[config.mk]
export PLATFORM = sky130hd
export DESIGN_NAME = sar_result_fifo
export DESIGN_NICKNAME = d
export VERILOG_FILES = /design/src/rtl/sar8b_pkg.sv /design/src/rtl/sync_2ff.sv /design/src/rtl/sar_result_fifo.sv
export SDC_FILE = /design/constraint.sdc
export NUM_CORES = 1
export LEC_CHECK = 0
export BUFFER_PORTS_ARGS = -buffer_cell sky130_fd_sc_hd__buf_2
export CAP_MARGIN = 20
export CORE_ASPECT_RATIO = 1.75
export CORE_UTILIZATION = 35
export CTS_CLUSTER_DIAMETER = 50
export DETAILED_ROUTE_END_ITERATION = 12
export GPL_TIMING_DRIVEN = 1
export PLACE_DENSITY = 0.62
export SYNTH_ARGS = -nofsm -noshare
export SYNTH_HDL_FRONTEND = slang
export SYNTH_SLANG_ARGS = --single-unit
[constraint.sdc]
create_clock -name CLK -period 6.9 [get_ports CLK]
set_input_delay 1.035 -clock CLK [delete_from_list [all_inputs] [get_ports CLK]]
set_output_delay 1.035 -clock CLK [all_outputs]
set_load 0.02 [all_outputs]
[src/rtl/sar8b_pkg.sv]
// sar8b_pkg: shared parameters and types for the SAR result path
package sar8b_pkg;
  localparam int DW = 8;
  localparam int DEPTH = 4;
  localparam int CNTW = 16;
  localparam int PTRW = $clog2(DEPTH) + 1;
  typedef logic [DW-1:0] sar_code_t;
endpackage

[src/rtl/sync_2ff.sv]
// sync_2ff: single-bit two-flop synchroniser with async active-low reset
module sync_2ff (
  input  logic clk,
  input  logic rst_n,
  input  logic d,
  output logic q
);
  logic m;
  always_ff @(posedge clk or negedge rst_n)
    if (!rst_n) begin
      m <= 1'b0;
      q <= 1'b0;
    end else begin
      m <= d;
      q <= m;
    end
endmodule

[src/rtl/sar_result_fifo.sv]
// sar_result_fifo: captures SAR results into the CLK domain and queues them behind a valid/ready port
module sar_result_fifo
  import sar8b_pkg::*;
#(
  parameter int DW    = sar8b_pkg::DW,
  parameter int DEPTH = sar8b_pkg::DEPTH,
  parameter int CNTW  = sar8b_pkg::CNTW
) (
  input  logic                     CLK,
  input  logic                     RSTN,
  input  logic                     FINAL,
  input  logic [DW-1:0]            D,
  input  logic                     EN,
  output logic [DW-1:0]            DOUT,
  output logic                     DVALID,
  input  logic                     DREADY,
  output logic                     OVF,
  input  logic                     CLR_OVF,
  output logic [CNTW-1:0]          CNT,
  output logic [$clog2(DEPTH):0]   LEVEL
);
  localparam int PW = $clog2(DEPTH) + 1;
  logic f2, f3, seen_low, cap, pop, full, empty, acc;
  logic [1:0] warm;
  logic [PW-1:0] wr_ptr, rd_ptr;
  logic [DW-1:0] mem [DEPTH];
  sync_2ff u_sync (.clk(CLK), .rst_n(RSTN), .d(FINAL), .q(f2));
  always_ff @(posedge CLK or negedge RSTN)
    if (!RSTN) begin
      f3       <= 1'b0;
      warm     <= '0;
      seen_low <= 1'b0;
    end else begin
      f3       <= f2;
      warm     <= {warm[0], 1'b1};
      seen_low <= seen_low | (warm[1] & ~f2);
    end
  always_comb begin
    cap   = f2 & ~f3 & EN & seen_low;
    empty = wr_ptr == rd_ptr;
    full  = (wr_ptr[PW-1] != rd_ptr[PW-1]) && (wr_ptr[PW-2:0] == rd_ptr[PW-2:0]);
    pop   = ~empty & DREADY;
    acc   = cap & (~full | pop);
  end
  assign DVALID = ~empty;
  assign DOUT   = mem[rd_ptr[PW-2:0]];
  assign LEVEL  = wr_ptr - rd_ptr;
  always_ff @(posedge CLK or negedge RSTN)
    if (!RSTN) begin
      wr_ptr <= '0;
      rd_ptr <= '0;
      CNT    <= '0;
      OVF    <= 1'b0;
      for (int i = 0; i < DEPTH; i++) mem[i] <= '0;
    end else begin
      if (acc) mem[wr_ptr[PW-2:0]] <= D;
      wr_ptr <= wr_ptr + PW'(acc);
      rd_ptr <= rd_ptr + PW'(pop);
      CNT    <= CNT + CNTW'(acc);
      OVF    <= (cap & full & ~pop) | (OVF & ~CLR_OVF);
    end
endmodule

==> results of run 1 <==
cells by family (layout without fill, tap and decap cells):
logic type	after synthesis	count (layout)	synth area share, %
flops	61	61	57.7
xor+xnor	18	18	6.24
other cells	1	1	0.142
simple gates	29	29	6.24
mux	40	40	21.6
compound gates	3	3	0.993
buf+inv	11	64	2.17
fa+ha+maj	10	10	5.01
layout by cell type, fill, tap and decap left out, types with 2 or more instances in the layout:
cell	netlist	final
inv_1	7	7
dfrtp_1	61	61
and3_1	2	2
buf_2	1	42
clkbuf_16	0	9
xnor2_1	11	11
nor2_1	3	3
ha_1	9	9
nand2_1	6	6
mux2_4	8	8
nor3_1	2	2
mux2_2	24	24
nand3_1	9	9
clkbuf_1	1	2
xor2_1	6	6
mux4_2	8	8
nand3_2	3	3
area by class of cell:
cell class                      count  share of cell area, %
Tap cell                           86                   3.34
Clock buffer                       12                   7.65
Sequential cell                    61                   47.4
Timing Repair Buffer               43                   6.75
Clock inverter                      2                   1.09
Inverter                            7                  0.815
Multi-Input combinational cell    101                   33.0
worst max path at each step:
stage	from	to	slack, ns
final	rd_ptr[0]	LEVEL[2]	3.87
after global routing	rd_ptr[0]	CNT[13]	3.70
after CTS	rd_ptr[0]	LEVEL[1]	3.83
after detailed placement	EN	CNT[13]	3.92
after global placement	EN	CNT[13]	3.93
after floorplan	EN	CNT[13]	4.37
sequential cells by signal, summed over array words and instances (netlist names):
signal / flops
wr_ptr: 3
u_sync.q: 1
seen_low: 1
rd_ptr: 3
f3: 1
CNT: 16
warm: 2
OVF: 1
mem: 32
u_sync.m: 1
metrics by stage:
stage                     util (%)  total power, mW  hold slack (ns)  worst slack (ns)  area, sq um
final                         44.2             1.52            0.351              3.87         3220
after global routing          44.2             1.62            0.360              3.70         3220
after CTS                     44.2             1.54            0.354              3.83         3220
after detailed placement      40.4             1.11            0.338              3.92         2940
after global placement        40.4             1.10            0.333              3.93         2940
after floorplan                  -            0.950            0.331              4.37         2650
critical path: cells and delay by family (launching register included):
family | cells | cell delay, ns
adders and majority gates | 2 | 0.69
DFF | 1 | 0.61
buffers and inverters | 1 | 0.19
xor gates and xnor gates | 1 | 0.18
metal layers:
layer  global-route usage (%)  vias to the layer above  part of all wire, %
li1                         -                      704                    -
met1                     16.1                      754                   40
met2                     23.8                       36                   53
met3                     4.84                        9                  4.4
met4                     8.51                        0                  2.3
met5                        0                        -                    0
Yosys cell counts (2+ instances only):
| master | number | area [sq um] |
|---|---|---|
| inv_1 | 7 | 26.3 |
| dfrtp_1 | 61 | 1530 |
| mux2_2 | 24 | 270 |
| and3_1 | 2 | 12.5 |
| mux4_2 | 8 | 180 |
| mux2_4 | 8 | 120 |
| xnor2_1 | 11 | 96.3 |
| nand2_1 | 6 | 22.5 |
| ha_1 | 9 | 113 |
| nand3_2 | 3 | 30.0 |
| xor2_1 | 6 | 52.6 |
| nand3_1 | 9 | 45.0 |
| buf_6 | 2 | 22.5 |
| nor2_1 | 3 | 11.3 |
| nor3_1 | 2 | 10.0 |
where the power goes:
group / total, mW / internal, mW / switching (mW)
Combinational: 0.506 / 0.260 / 0.246
Clock: 0.424 / 0.284 / 0.140
Sequential: 0.587 / 0.482 / 0.105
==> flow_summary.ini, run 1 <==
[hold_path]
hold_path_depth = 0
hp-start = u_sync.m
hold_path_end = u_sync.q
hold_class = flop to flop

[cells_and_area]
antenna_cells = 0
multi_input_comb_area_sq_um = 1060
stdcell_count = 312
seq_area_sq_um = 1530
final_nets = 247
drive_gt1_share_pct = 44.2
syn_to_final_growth_pct = 21.7
fillers = 681

[logic_synthesis]
seq_area_frac_synth_pct = 57.7
synthArstFlopShare_pct = 100
ys_warn_count = 0
synth.avg_cell_area_sq_um = 15.3
synth_edf_count = 0
yosys_most_used_dff = dfrtp_1
synth_area_sq_um = 2650
synth_seq_cells = 61
syn_nets = 197
synthDistinctLibCells = 27
syn-instance-count = 173

[clock_tree]
cts_tree = done
clock-sinks = 61
cts_buffer_depth = 2
cts_resized = 0
clk_latency_ns = 0.32
cts_setup_buffers = 0
clockRootBuffer = clkbuf_16
cts_htree_levels = 3
cts_hold_buf = 0
path_clk_slew_ns = 0.05
cts_made_buffers = 9

[sta]
tns_ns = 0
setup_viol = 0
post-route-min-period_ns = 3.03
fin_worst_skew_ns = 0.00488
fmax_mhz = 330
finalMaxSlewViolations = 0
final-hold-violation-count = 0
worst_pin_slew_ns = 0.748
rsz0062_at_grt = no
post-route-period-util_pct = 43.9
max-slew-margin-rel_pct = 50.1

[setup_path]
r2r_start = rd_ptr[0]
endpoint_kind = primary output
rrSetupSlack_ns = 4.02
critPathRequiredTime_ns = 5.86
critPathMaxFanout = 10
path_cells = ha_1 -> fa_1 -> xnor2_1 -> buf_2
cp_data_arrival_time_ns = 2.00
cpPeakStageDelay_ns = 0.61
crit_slowest_cell = dfrtp_1
r2r_cells = 8
path_class = flop to primary output
startpoint_type = flop
reg2reg_to = CNT[13]

[placement]
port_buffers = 42
globalplace.congestion = 0.681
post-place-cells = 298
dpl.hpwl_um = 3330

[status]
outcome = complete, no violations

[floorplan]
dieArea_sq_um = 7930
fp.coreArea_sq_um = 7280
fp.dieH_um = 117
initial_core_util_pct = 36.3
rows = 41
design.portCount = 43
die-width_um = 67.7

[detailed_routing]
drc_errors = 0
via_per_inst = 4.82
first_pass_iters = 3
num_vias = 1503
routed_wl_um = 4770
routedWlPerCell_um = 15.3
drt_iter0_markers = 71
ant_nets = 0

[global_route]
grt_pass1_wl_um = 7910
gr-total-overflow = 0
grt_start_max_net_pins = 62
grt_usage_pct = 14.6
antenna_found_initial = 0
grt_pass1_vias = 1667

[power]
p_leak_nw = 1.57
ir_worst_vdd_mv = 0.191
power.density_nw_per_um2 = 471

[run]
maxCapViolCount = 0
Power figures use the tool's default switching activity.
==> run 2, diff against run 1 <==
--- a/config.mk
+++ b/config.mk
@@ -5,6 +5,7 @@
 export SDC_FILE = /design/constraint.sdc
 export NUM_CORES = 1
 export LEC_CHECK = 0
+export ABC_AREA = 1
 export BUFFER_PORTS_ARGS = -buffer_cell sky130_fd_sc_hd__buf_2
 export CAP_MARGIN = 20
 export CORE_ASPECT_RATIO = 1.75
@@ -12,7 +13,7 @@
 export CTS_CLUSTER_DIAMETER = 50
 export DETAILED_ROUTE_END_ITERATION = 12
 export GPL_TIMING_DRIVEN = 1
-export PLACE_DENSITY = 0.62
+export PLACE_DENSITY = 0.61
 export SYNTH_ARGS = -nofsm -noshare
 export SYNTH_HDL_FRONTEND = slang
 export SYNTH_SLANG_ARGS = --single-unit
==> constraint.sdc (replaced) <==
create_clock -name CLK -period 2.9 [get_ports CLK]
set_input_delay 0.435 -clock CLK [delete_from_list [all_inputs] [get_ports CLK]]
set_output_delay 0.435 -clock CLK [all_outputs]
set_load 0.02 [all_outputs]
==> run 2 against run 1 <==
Compared with the run above:
- sequential cell count unchanged
- setup slack worse by 3.4 ns
- routed wire length increased by 51%
- synthesized cell count up 89%
- die area grew 14%
- critical path type is now flop to flop
==> flow_summary.ini, run 2 <==
[logic_synthesis]
synth_area_sq_um = 3020
synth.avg_cell_area_sq_um = 9.23
ys_warn_count = 0
syn-instance-count = 327
synthArstFlopShare_pct = 100
synth_seq_cells = 61
synth_common_cells = 94 x nand2_1, 61 x dfrtp_1, 37 x nand4_1
yosys.cell_count.top_type = nand2_1
yosys_most_used_dff = dfrtp_1
seq_area_frac_synth_pct = 50.6
synthDistinctLibCells = 28
yosys-top-cells-area = dfrtp_1 51%, nand2_1 12%, nand4_1 7.7%
synth_edf_count = 0
synth_top_area_cell = dfrtp_1
syn_nets = 351
synth_top_cell_area_share_pct = 50.6

[clock_tree]
clock-sinks = 61
cts_hold_buf = 0
cts_htree_levels = 3
clk_latency_ns = 0.33
cts_buffer_depth = 2
cts_setup_buffers = 0
clockRootBuffer = clkbuf_16
cts_resized = 0
cts_made_buffers = 9
cts_tree = done
path_clk_slew_ns = 0.05

[power]
p_leak_nw = 1.78
power.density_nw_per_um2 = 1080
ir_worst_vdd_mv = 0.510

[sta]
post-route-period-util_pct = 83.4
rsz0062_at_grt = no
fmax_mhz = 413
fin_worst_skew_ns = 0.00730
setup_viol = 0
max-slew-margin-rel_pct = 48.6
final-hold-violation-count = 0
tns_ns = 0
finalWorstSetupSlack_ns = 0.481
post-route-min-period_ns = 2.42
worst_pin_slew_ns = 0.772
finalMaxSlewViolations = 0

[floorplan]
rows = 44
initial_core_util_pct = 36.3
design.portCount = 43
fp.coreArea_sq_um = 8310
fp.dieH_um = 125
die-width_um = 72.2
dieArea_sq_um = 9010

[detailed_routing]
ant_nets = 0
drt_iter0_markers = 233
num_vias = 2439
routed_wl_um = 7180
drc_errors = 0
routedWlPerCell_um = 14.5
first_pass_iters = 4
via_per_inst = 4.92

[run]
maxCapViolCount = 0

[hold_path]
hold_path_depth = 1
hp-start = FINAL
hold_class = input port to flop
hold_path_end = u_sync.m

[cells_and_area]
fillers = 810
antenna_cells = 0
layout_commonest_cell = nand2_1
largestRegisters = mem x32, CNT x16
top_register = mem
largest_reg_flops = 32
drive_gt1_share_pct = 19.9
final_nets = 400
syn_to_final_growth_pct = 18.6
layout_common_cells = 94 x nand2_1, 61 x dfrtp_1, 42 x buf_2, 37 x nand4_1, 30 x nor2_1
utilization_pct = 43.0

[global_route]
grt_pass1_wl_um = 12300
antenna_found_initial = 0
grt_start_max_net_pins = 62
gr-total-overflow = 0
grt_usage_pct = 17.8
grt_pass1_vias = 2500

[setup_path]
r2r_cells = 11
rrSetupSlack_ns = 0.48
cp_data_arrival_time_ns = 2.63
r2r_start = wr_ptr[0]
startpoint_type = flop
endpoint_kind = flop
path_class = flop to flop
critPathRequiredTime_ns = 3.11
critPathMaxFanout = 5
reg2reg_to = CNT[10]

[status]
outcome = complete, no violations

[placement]
globalplace.congestion = 0.797
dpl.hpwl_um = 5150
port_buffers = 42
dpl_worst_slack_ns = 0.460
## run 2: critical path, cell delays in order (launching register included)
cell	delay [ns]
dfrtp_1	0.46
inv_1	0.12
ha_1	0.34
nand2_1	0.14
nor2_4	0.07
a21oi_1	0.26
ha_1	0.20
ha_1	0.18
nand2_1	0.08
nor2_2	0.20
nand3_1	0.12
xnor2_1	0.14
## run 2: how the worst max path moves through the flow
stage	cells past startpoint	from	slack, ns	end
finish	11	wr_ptr[0]	0.48	CNT[10]
floorplan	11	rd_ptr[1]	0.65	CNT[10]
CTS	11	wr_ptr[0]	0.45	CNT[10]
global route	11	rd_ptr[1]	0.25	CNT[9]
detailed placement	11	wr_ptr[0]	0.46	CNT[10]
global placement	11	wr_ptr[0]	0.55	CNT[10]
## run 2: kinds of logic (layout without fill, tap and decap cells)
kind of cell | count (synthesis) | count (layout) | synth area share (%)
simple gates | 184 | 184 | 30.6
flops | 61 | 61 | 50.6
compound gates | 30 | 30 | 5.51
buf+inv | 30 | 84 | 5.56
xor+xnor | 11 | 11 | 3.19
fa+ha+maj | 10 | 10 | 4.39
other cells | 1 | 1 | 0.124
## run 2: area by class of cell
type                            count  area (sq um)  share of cell area, %
Sequential cell                    61          1530                   42.7
Multi-Input combinational cell    236          1320                   37.0
Timing Repair Buffer               46           240                   6.71
Clock buffer                       12           236                   6.61
Tap cell                          115           144                   4.02
Inverter                           22          82.6                   2.31
Clock inverter                      4          25.0                  0.699
## run 2: metal layers
| layer | GRT usage [%] | vias up | share of wire [%] |
|---|---|---|---|
| met5 | 0 | - | 0 |
| met2 | 29.9 | 78 | 53 |
| met1 | 21.1 | 1151 | 39 |
| met3 | 3.48 | 17 | 5.0 |
| met4 | 9.11 | 0 | 3.3 |
| li1 | - | 1193 | - |
## run 2: through the flow
stage | hold WS (ns) | cells | area (sq um) | power, mW
after floorplan | 0.139 | 327 | 3020 | 2.44
after global placement | 0.333 | 480 | 3320 | 2.90
after detailed placement | 0.336 | 480 | 3320 | 2.94
after CTS | 0.206 | 496 | 3580 | 3.89
after global routing | 0.208 | 496 | 3580 | 4.14
final | 0.213 | 496 | 3580 | 3.85
## run 2: power by group
part	switching, mW	internal (mW)
clock	0.366	0.574
sequential	0.208	1.14
combinational	1.07	0.502
total	1.64	2.21
